==> src/rtl/regfile_wb_arbiter.sv <==
// Round-robin arbiter sharing the register file write port among NREQ writeback sources,
// with a per-register busy scoreboard and halt drain detection. Optional: RFARB_R0_DROP_EN.
module regfile_wb_arbiter #(
  parameter int XLEN = 32,
  parameter int NREQ = 3,
  parameter int NREG = 32
) (
  input  logic                 clk,
  input  logic                 rst,
  input  logic [NREQ-1:0]      req_valid,
  output logic [NREQ-1:0]      req_ready,
  input  logic [NREQ*5-1:0]    req_num,
  input  logic [NREQ*XLEN-1:0] req_data,
  output logic [4:0]           rd_num,
  output logic [XLEN-1:0]      rd_data,
  output logic                 rd_we,
  input  logic                 rsv_valid,
  input  logic [4:0]           rsv_num,
  output logic                 rsv_ready,
  input  logic [4:0]           chk_rs_num,
  input  logic [4:0]           chk_rt_num,
  output logic                 chk_busy,
  output logic [NREG-1:0]      busy_vec,
  input  logic                 halted,
  output logic                 drained
);

  localparam int PTRW = (NREQ > 1) ? $clog2(NREQ) : 1;

  logic [PTRW-1:0] rr_ptr_r;
  logic [PTRW-1:0] scan_idx_s;
  logic [PTRW-1:0] gnt_idx_s;
  logic [PTRW-1:0] ptr_next_s;
  logic            scan_hit_s;
  logic            gnt_any_s;
  logic [NREQ-1:0] gnt_s;
  logic [4:0]      sel_num_s;
  logic [XLEN-1:0] sel_data_s;
  logic            wr_keep_s;
  logic            rsv_keep_s;
  logic            rsv_set_s;
  logic [NREG-1:0] busy_r;
  logic [NREG-1:0] busy_next_s;
  logic            rd_we_r;
  logic [4:0]      rd_num_r;
  logic [XLEN-1:0] rd_data_r;

  // Scan from rr_ptr, wrapping, and grant the first valid requester; nothing is granted in reset.
  always_comb begin
    gnt_s      = '0;
    gnt_idx_s  = '0;
    gnt_any_s  = 1'b0;
    scan_idx_s = '0;
    scan_hit_s = 1'b0;
    for (int k = 0; k < NREQ; k++) begin
      scan_idx_s            = PTRW'((int'(rr_ptr_r) + k) % NREQ);
      scan_hit_s            = ~gnt_any_s & req_valid[scan_idx_s] & ~rst;
      gnt_s[scan_idx_s]     = gnt_s[scan_idx_s] | scan_hit_s;
      gnt_idx_s             = scan_hit_s ? scan_idx_s : gnt_idx_s;
      gnt_any_s             = gnt_any_s | scan_hit_s;
    end
  end

  // One-hot mux of the granted requester's destination and data.
  always_comb begin
    sel_num_s  = '0;
    sel_data_s = '0;
    for (int i = 0; i < NREQ; i++) begin
      sel_num_s  = sel_num_s  | ({5{gnt_s[i]}} & req_num[5*i +: 5]);
      sel_data_s = sel_data_s | ({XLEN{gnt_s[i]}} & req_data[XLEN*i +: XLEN]);
    end
  end

  assign ptr_next_s = (gnt_idx_s == PTRW'(NREQ - 1)) ? '0 : gnt_idx_s + PTRW'(1);

`ifdef RFARB_R0_DROP_EN
  // r0 is hardwired: its writes are acknowledged but dropped and it never goes busy.
  assign wr_keep_s  = (sel_num_s != 5'd0);
  assign rsv_keep_s = (rsv_num != 5'd0);
  assign chk_busy   = (busy_r[chk_rs_num] & (chk_rs_num != 5'd0))
                    | (busy_r[chk_rt_num] & (chk_rt_num != 5'd0));
`else
  assign wr_keep_s  = 1'b1;
  assign rsv_keep_s = 1'b1;
  assign chk_busy   = busy_r[chk_rs_num] | busy_r[chk_rt_num];
`endif

  assign rsv_ready = ~busy_r[rsv_num] & ~halted;
  assign rsv_set_s = rsv_valid & rsv_ready & rsv_keep_s;

  // Scoreboard next state: the landing write clears, an accepted reservation sets.
  always_comb begin
    busy_next_s           = busy_r;
    busy_next_s[rd_num_r] = busy_next_s[rd_num_r] & ~rd_we_r;
    busy_next_s[rsv_num]  = busy_next_s[rsv_num] | rsv_set_s;
  end

  // Output stage, round-robin pointer and scoreboard state.
  always_ff @(posedge clk or posedge rst) begin
    if (rst) begin
      rr_ptr_r  <= '0;
      rd_we_r   <= 1'b0;
      rd_num_r  <= 5'd0;
      rd_data_r <= '0;
      busy_r    <= '0;
    end else begin
      busy_r  <= busy_next_s;
      rd_we_r <= gnt_any_s & wr_keep_s;
      if (gnt_any_s) begin
        rr_ptr_r  <= ptr_next_s;
        rd_num_r  <= sel_num_s;
        rd_data_r <= sel_data_s;
      end else begin
        rr_ptr_r  <= rr_ptr_r;
        rd_num_r  <= rd_num_r;
        rd_data_r <= rd_data_r;
      end
    end
  end

  assign req_ready = gnt_s;
  assign rd_we     = rd_we_r;
  assign rd_num    = rd_num_r;
  assign rd_data   = rd_data_r;
  assign busy_vec  = busy_r;
  assign drained   = halted & ~|req_valid & ~rd_we_r & ~|busy_r;

endmodule
==> config.mk <==
export PLATFORM = sky130hd
export DESIGN_NAME = regfile_wb_arbiter
export DESIGN_NICKNAME = d
export VERILOG_FILES = /design/src/rtl/regfile_wb_arbiter.sv
export SDC_FILE = /design/constraint.sdc
export NUM_CORES = 1
export LEC_CHECK = 0
export CAP_MARGIN = 5
export CORE_ASPECT_RATIO = 0.75
export CORE_MARGIN = 1
export CORE_UTILIZATION = 41
export CTS_CLUSTER_DIAMETER = 100
export DETAILED_ROUTE_END_ITERATION = 12
export PLACE_DENSITY_LB_ADDON = 0.08
export RECOVER_POWER = 50
export SLEW_MARGIN = 20
export SYNTH_ARGS = -nofsm -noshare
export SYNTH_HDL_FRONTEND = slang
export SYNTH_SLANG_ARGS = --single-unit
==> constraint.sdc <==
create_clock -name clk -period 4.7 [get_ports clk]
set_clock_uncertainty 0.05 [all_clocks]
set_input_delay 0.94 -clock clk [delete_from_list [all_inputs] [get_ports clk]]
set_output_delay 0.94 -clock clk [all_outputs]
set_load 0.01 [all_outputs]
# Word level (Yosys, flattened, before mapping)
# Index checks and enable logic that the tools add are counted.
# classes
add_sub_neg,3
n_div,3
n_lt_le_gt_ge,12
eq_ne,1
n_mux,40
bitwise,35
reduce_logical,9
# ops
cell,n
bitwise AND 32 bit,3
bitwise mux 32 bit,2
"modulo 32 x 3 -> 32 bit, second input constant",2
bitwise OR 32 bit,2
"modulo 3 x 3 -> 32 bit, second input constant",1
OR reduction 32 bit,1
binary-select mux 1 bit (select 5 bit),5
"less-than comparator 5 x 6 -> 1 bit, second input constant",4
2-to-1 mux 1 bit,16
bitwise AND 5 bit,3
binary-select mux 1 bit (select 2 bit),6
bitwise AND 1 bit,11
demux 1 bit (select 5 bit),2
"greater-or-equal comparator 5 x 1 -> 1 bit, second input constant",2
bitwise OR 5 bit,2
"less-than comparator 2 x 3 -> 1 bit, second input constant",3
2-to-1 mux 2 bit,4
bitwise OR 1 bit,7
bitwise mux 3 bit,2
demux 1 bit (select 2 bit),3
"greater-or-equal comparator 2 x 1 -> 1 bit, second input constant",3
NOT 1 bit,6
logical AND 1 bit,5
"adder 2 x 1 -> 3 bit, second input constant",1
6 further kinds,7
# totals
reg_bits,72
input_bits,133
output_inout_bits,76
wordCells,108

# Logic depth before layout (Yosys ltp)
# logic_depth
ltp_word,17
depth_mapped,12
mapped_depth_nobuf,9

# Worst setup path before layout
# Ideal clock, no wire load.
# synth_path
path_type,input to output
from,in rst
to,out req_ready[0]
arrival_ps,3940
required_time_ps,3710
slack_ps,-230
path_stages,5
n_path_buf,1
cell_sequence,inv_1 o21ai_1 or3_1 a32oi_1 clkbuf_1
# synth_between
elab_chain_len,12
word_cells_on_any_way,19
classes_between,mux: 6; bitwise: 13
# synth_rtl
element,line_no,rtl
"start, declared",9,"input logic rst,"
NOT 1 bit *,57,scan_hit_s = ~gnt_any_s & req_valid[scan_idx_s] & ~rst;
bitwise AND 1 bit,57,
bitwise OR 1 bit,58,gnt_s[scan_idx_s] = gnt_s[scan_idx_s] | scan_hit_s;
bitwise AND 3 bit (no line),--,
binary-select mux 1 bit (select 2 bit),58,
2-to-1 mux 1 bit (not written as such),58,
bitwise OR 1 bit,58,
bitwise mux 3 bit,58,
binary-select mux 1 bit (select 2 bit),58,
2-to-1 mux 1 bit (not written as such),58,
bitwise OR 1 bit,58,
bitwise mux 3 bit *,58,
"end, declared",11,"output logic [NREQ-1:0] req_ready,"
# Mark *: on every way between the ends. The rest lies on a longest branch, timed or not. The select of a mux whose other input is x is not followed.

# Worst setup path after layout
# layout_path
from,in req_valid[0]
to,out req_ready[0]
# layout_between
elab_chain_len,13
word_cells_on_any_way,24
classes_between,mux: 12; bitwise: 12
# layout_rtl
element,line_no,rtl
"start, declared",10,"input logic [NREQ-1:0] req_valid,"
binary-select mux 1 bit (select 2 bit),57,
2-to-1 mux 1 bit (not written as such),57,
bitwise AND 1 bit,57,
bitwise OR 1 bit,58,
bitwise AND 3 bit (no line),--,
binary-select mux 1 bit (select 2 bit),58,
2-to-1 mux 1 bit (not written as such),58,
bitwise OR 1 bit,58,
bitwise mux 3 bit,58,
binary-select mux 1 bit (select 2 bit),58,
2-to-1 mux 1 bit (not written as such),58,
bitwise OR 1 bit,58,
bitwise mux 3 bit *,58,
# Marks and branches as above.

==> summary.txt <==
Reg clk slew, reported paths -> 60 ps
met2 Use GR -> 50.9%
Layout fillers -> 1,102
synthesized area -> 5610 sq um
CTS root buf -> clkbuf_16
input/output buffers -> 208
PostCTS Resize Cnt -> 0
global-route usage over all layers -> 31.5%
vias in the first global route -> 5,903
Arrival @ worst endpoint -> 3460 ps
synthesized netlist cell count -> 603
worst hold path type -> flip-flop to flip-flop
met1 Use GR -> 42.6%
routed len/inst -> 22.8 um
logic gate share of total power -> 59.0%
full die area -> 14,200 sq um
io pins -> 209
Syn Area/Cell -> 9.30 sq um
sw power -> 2600 uW
met3 usage -> 7.65%
Unique masters post-synth -> 64
total CTS buffers -> 9
DRT antenna net count -> 0
register share of total power -> 27.8%
CTS tree -> built
GRT busiest layer -> met2
vias per cell -> 6.44
EDFF count, synth -> 0
first-pass GRT wire length -> 33.3 mm
flip-flop and latch count after synthesis -> 72
die width -> 137 um
RSZ-0062 raised after global routing -> no
Fmax achieved -> 0.225 GHz
commonest non-fill, non-tap cells in the layout -> clkdlybuf4s50_1 (169), dfrtp_1 (72), nor2_1 (71)
commonest non-fill, non-tap cell in the layout -> clkdlybuf4s50_1
leakage power -> 0.00315 uW
Pwr Density -> 689 nW/um^2
Critical Path Fanout Max -> 7
# DRC -> 0
Pwr Total -> 5640 uW
Layout Cells excl Fill -> 962
CP peak stage delay -> 780 ps
Die Height -> 103 um
final hold viol count -> 0
clock sinks -> 72
Least-Margin Pin Slew -> 988 ps
Ys Warns -> 0
Row Count -> 36
final worst path period share -> 94.6%
ant diodes -> 0
endpoints failing setup -> 0
clock share of power -> 13.2%
gpl congestion -> 1.01
Synth Flop Type -> dfrtp_1
Slew Limit Fails -> 0
crit-path cells -> clkdlybuf4s50_1 -> nor2b_1 -> a211oi_1 -> a211oi_1 -> a31oi_1 -> a32oi_2 -> clkdlybuf4s50_1
DR iter-0 viols -> 668
Core ar. -> 13,200 sq um
grt ovf -> 0
clk_lat worst skew -> 330 ps
Setup Buffers After CTS -> 0
Setup crit start kind -> primary input
Layout Nets -> 922
setup TNS -> 0 ps
Req. time, crit path -> 3710 ps
CP Class -> primary input to output port
outcome -> completed
share of cells above drive strength 1 -> 11.6%
Initial Util -> 42.6%
clk buf depth -> 2
Post-synth ARST share -> 100%
cell-internal power -> 3040 uW
endpoint class of the critical path -> output port
hpwl dp -> 16.0 mm
DRT Pass-1 Iters -> 10
switching share of power -> 46.1%
Peak VDD IR -> 401 uV
MaxCap Viol Count -> 0
Period minus WS final -> 4450 ps
Fin Hold WS -> 471 ps
hold-fix buffers at CTS -> 0
syn nets -> 739
vias post-DR -> 6,193
H-tree depth -> 3
pin count of the biggest net entering global routing -> 60
Layout Area Growth over Synthesis -> 45.9%
post-synthesis sequential area ratio -> 32.1%
placed cell count -> 946
Crit-path slowest cell -> a211oi_1
worst rel slew slack -> 34.0%
initial antenna violation count -> 0
Post-Route WL -> 21.9 mm
[critical path, delay by kind of cell]
kind / cells / cell delay, ps
buf+inv: 2 / 1090
compound gates: 4 / 1290
simple gates: 1 / 140
[cells in the mapped netlist (4+ instances only)]
| library cell | number | share of area [%] |
|---|---|---|
| a21boi_0 | 4 | 0.54 |
| a21oi_1 | 53 | 4.7 |
| a222oi_1 | 38 | 6.8 |
| a31oi_1 | 15 | 1.7 |
| a32oi_1 | 4 | 0.62 |
| buf_2 | 21 | 1.9 |
| clkbuf_1 | 36 | 2.4 |
| dfrtp_1 | 72 | 32 |
| inv_1 | 10 | 0.67 |
| mux2_2 | 13 | 2.6 |
| mux2i_1 | 44 | 7.9 |
| mux4_2 | 27 | 11 |
| nand2_1 | 30 | 2.0 |
| nand2b_1 | 8 | 0.89 |
| nand3_1 | 12 | 1.1 |
| nand3b_1 | 5 | 0.67 |
| nand4_1 | 4 | 0.45 |
| nor2_1 | 71 | 4.8 |
| nor2b_1 | 6 | 0.67 |
| nor3_1 | 14 | 1.2 |
| nor3b_1 | 5 | 0.67 |
| nor4_1 | 11 | 1.2 |
| o21ai_0 | 14 | 1.2 |
| o21ai_1 | 4 | 0.36 |
| o22ai_1 | 6 | 0.67 |
| o32ai_1 | 4 | 0.62 |
| o41ai_1 | 4 | 0.62 |
| or3_1 | 5 | 0.56 |
[kinds of logic after synthesis]
logic type / Yosys count / synth area share [%]
compound gates: 177 / 22.6
xor+xnor: 2 / 0.312
fa+ha+maj: 3 / 0.670
buf+inv: 72 / 5.49
flops: 72 / 32.1
mux: 84 / 21.3
simple gates: 193 / 17.5
[stage by stage]
step | util, % | cell area, sq um | setup slack (ps)
2_1_floorplan | - | 5610 | 487
3_3_place_gp | 59.8 | 7860 | 277
3_5_place_dp | 59.8 | 7860 | 251
4_1_cts | 62.2 | 8180 | 244
5_1_grt | 62.2 | 8180 | 44.5
6_report | 62.2 | 8180 | 252
[final timing paths]
path                                   startpoint                       to  slack [ps]  cells past startpoint
max reg2reg                 rd_num[0]$_DFFE_PP0P_    busy_vec[6]$_DFF_PP0_        1230                      9
min in group asynchronous                     rst  rd_data[20]$_DFFE_PP0P_        1190                      3
min reg2reg                rd_data[8]$_DFFE_PP0P_   rd_data[8]$_DFFE_PP0P_         470                      2
min                        rd_data[8]$_DFFE_PP0P_   rd_data[8]$_DFFE_PP0P_         470                      2
max                                  req_valid[0]             req_ready[0]         250                      7
max in group asynchronous                     rst  rd_data[10]$_DFFE_PP0P_        2410                      4
[area by class of cell]
cell class / count / area (sq um) / share of cell area, %
Inverter: 10 / 41.3 / 0.505
Clock inverter: 7 / 95.1 / 1.16
Tap cell: 171 / 214 / 2.62
Timing Repair Buffer: 234 / 2280 / 27.8
Clock buffer: 9 / 225 / 2.75
Sequential cell: 72 / 1800 / 22.0
Multi-Input combinational cell: 459 / 3530 / 43.1
[registers in the layout, summed over array words and instances (netlist names)]
register	count
busy_vec	32
rd_data	32
rd_num	5
rd_we	1
rr_ptr_r	2
[metal layers]
layer	wire (um)	vias to the layer above
li1	-	2746
met1	9240	2995
met2	9950	395
met3	2160	57
met4	546	0
met5	0	-
[power by group through the flow]
stage	sequential, uW	combinational (uW)	clock (uW)
CTS	1540	3370	757
floorplan	1400	2010	0
global placement	1540	3310	0
global route	1600	3610	780
finish	1570	3320	745
detailed placement	1550	3360	0
No activity file was read; power rests on OpenSTA's default activity.
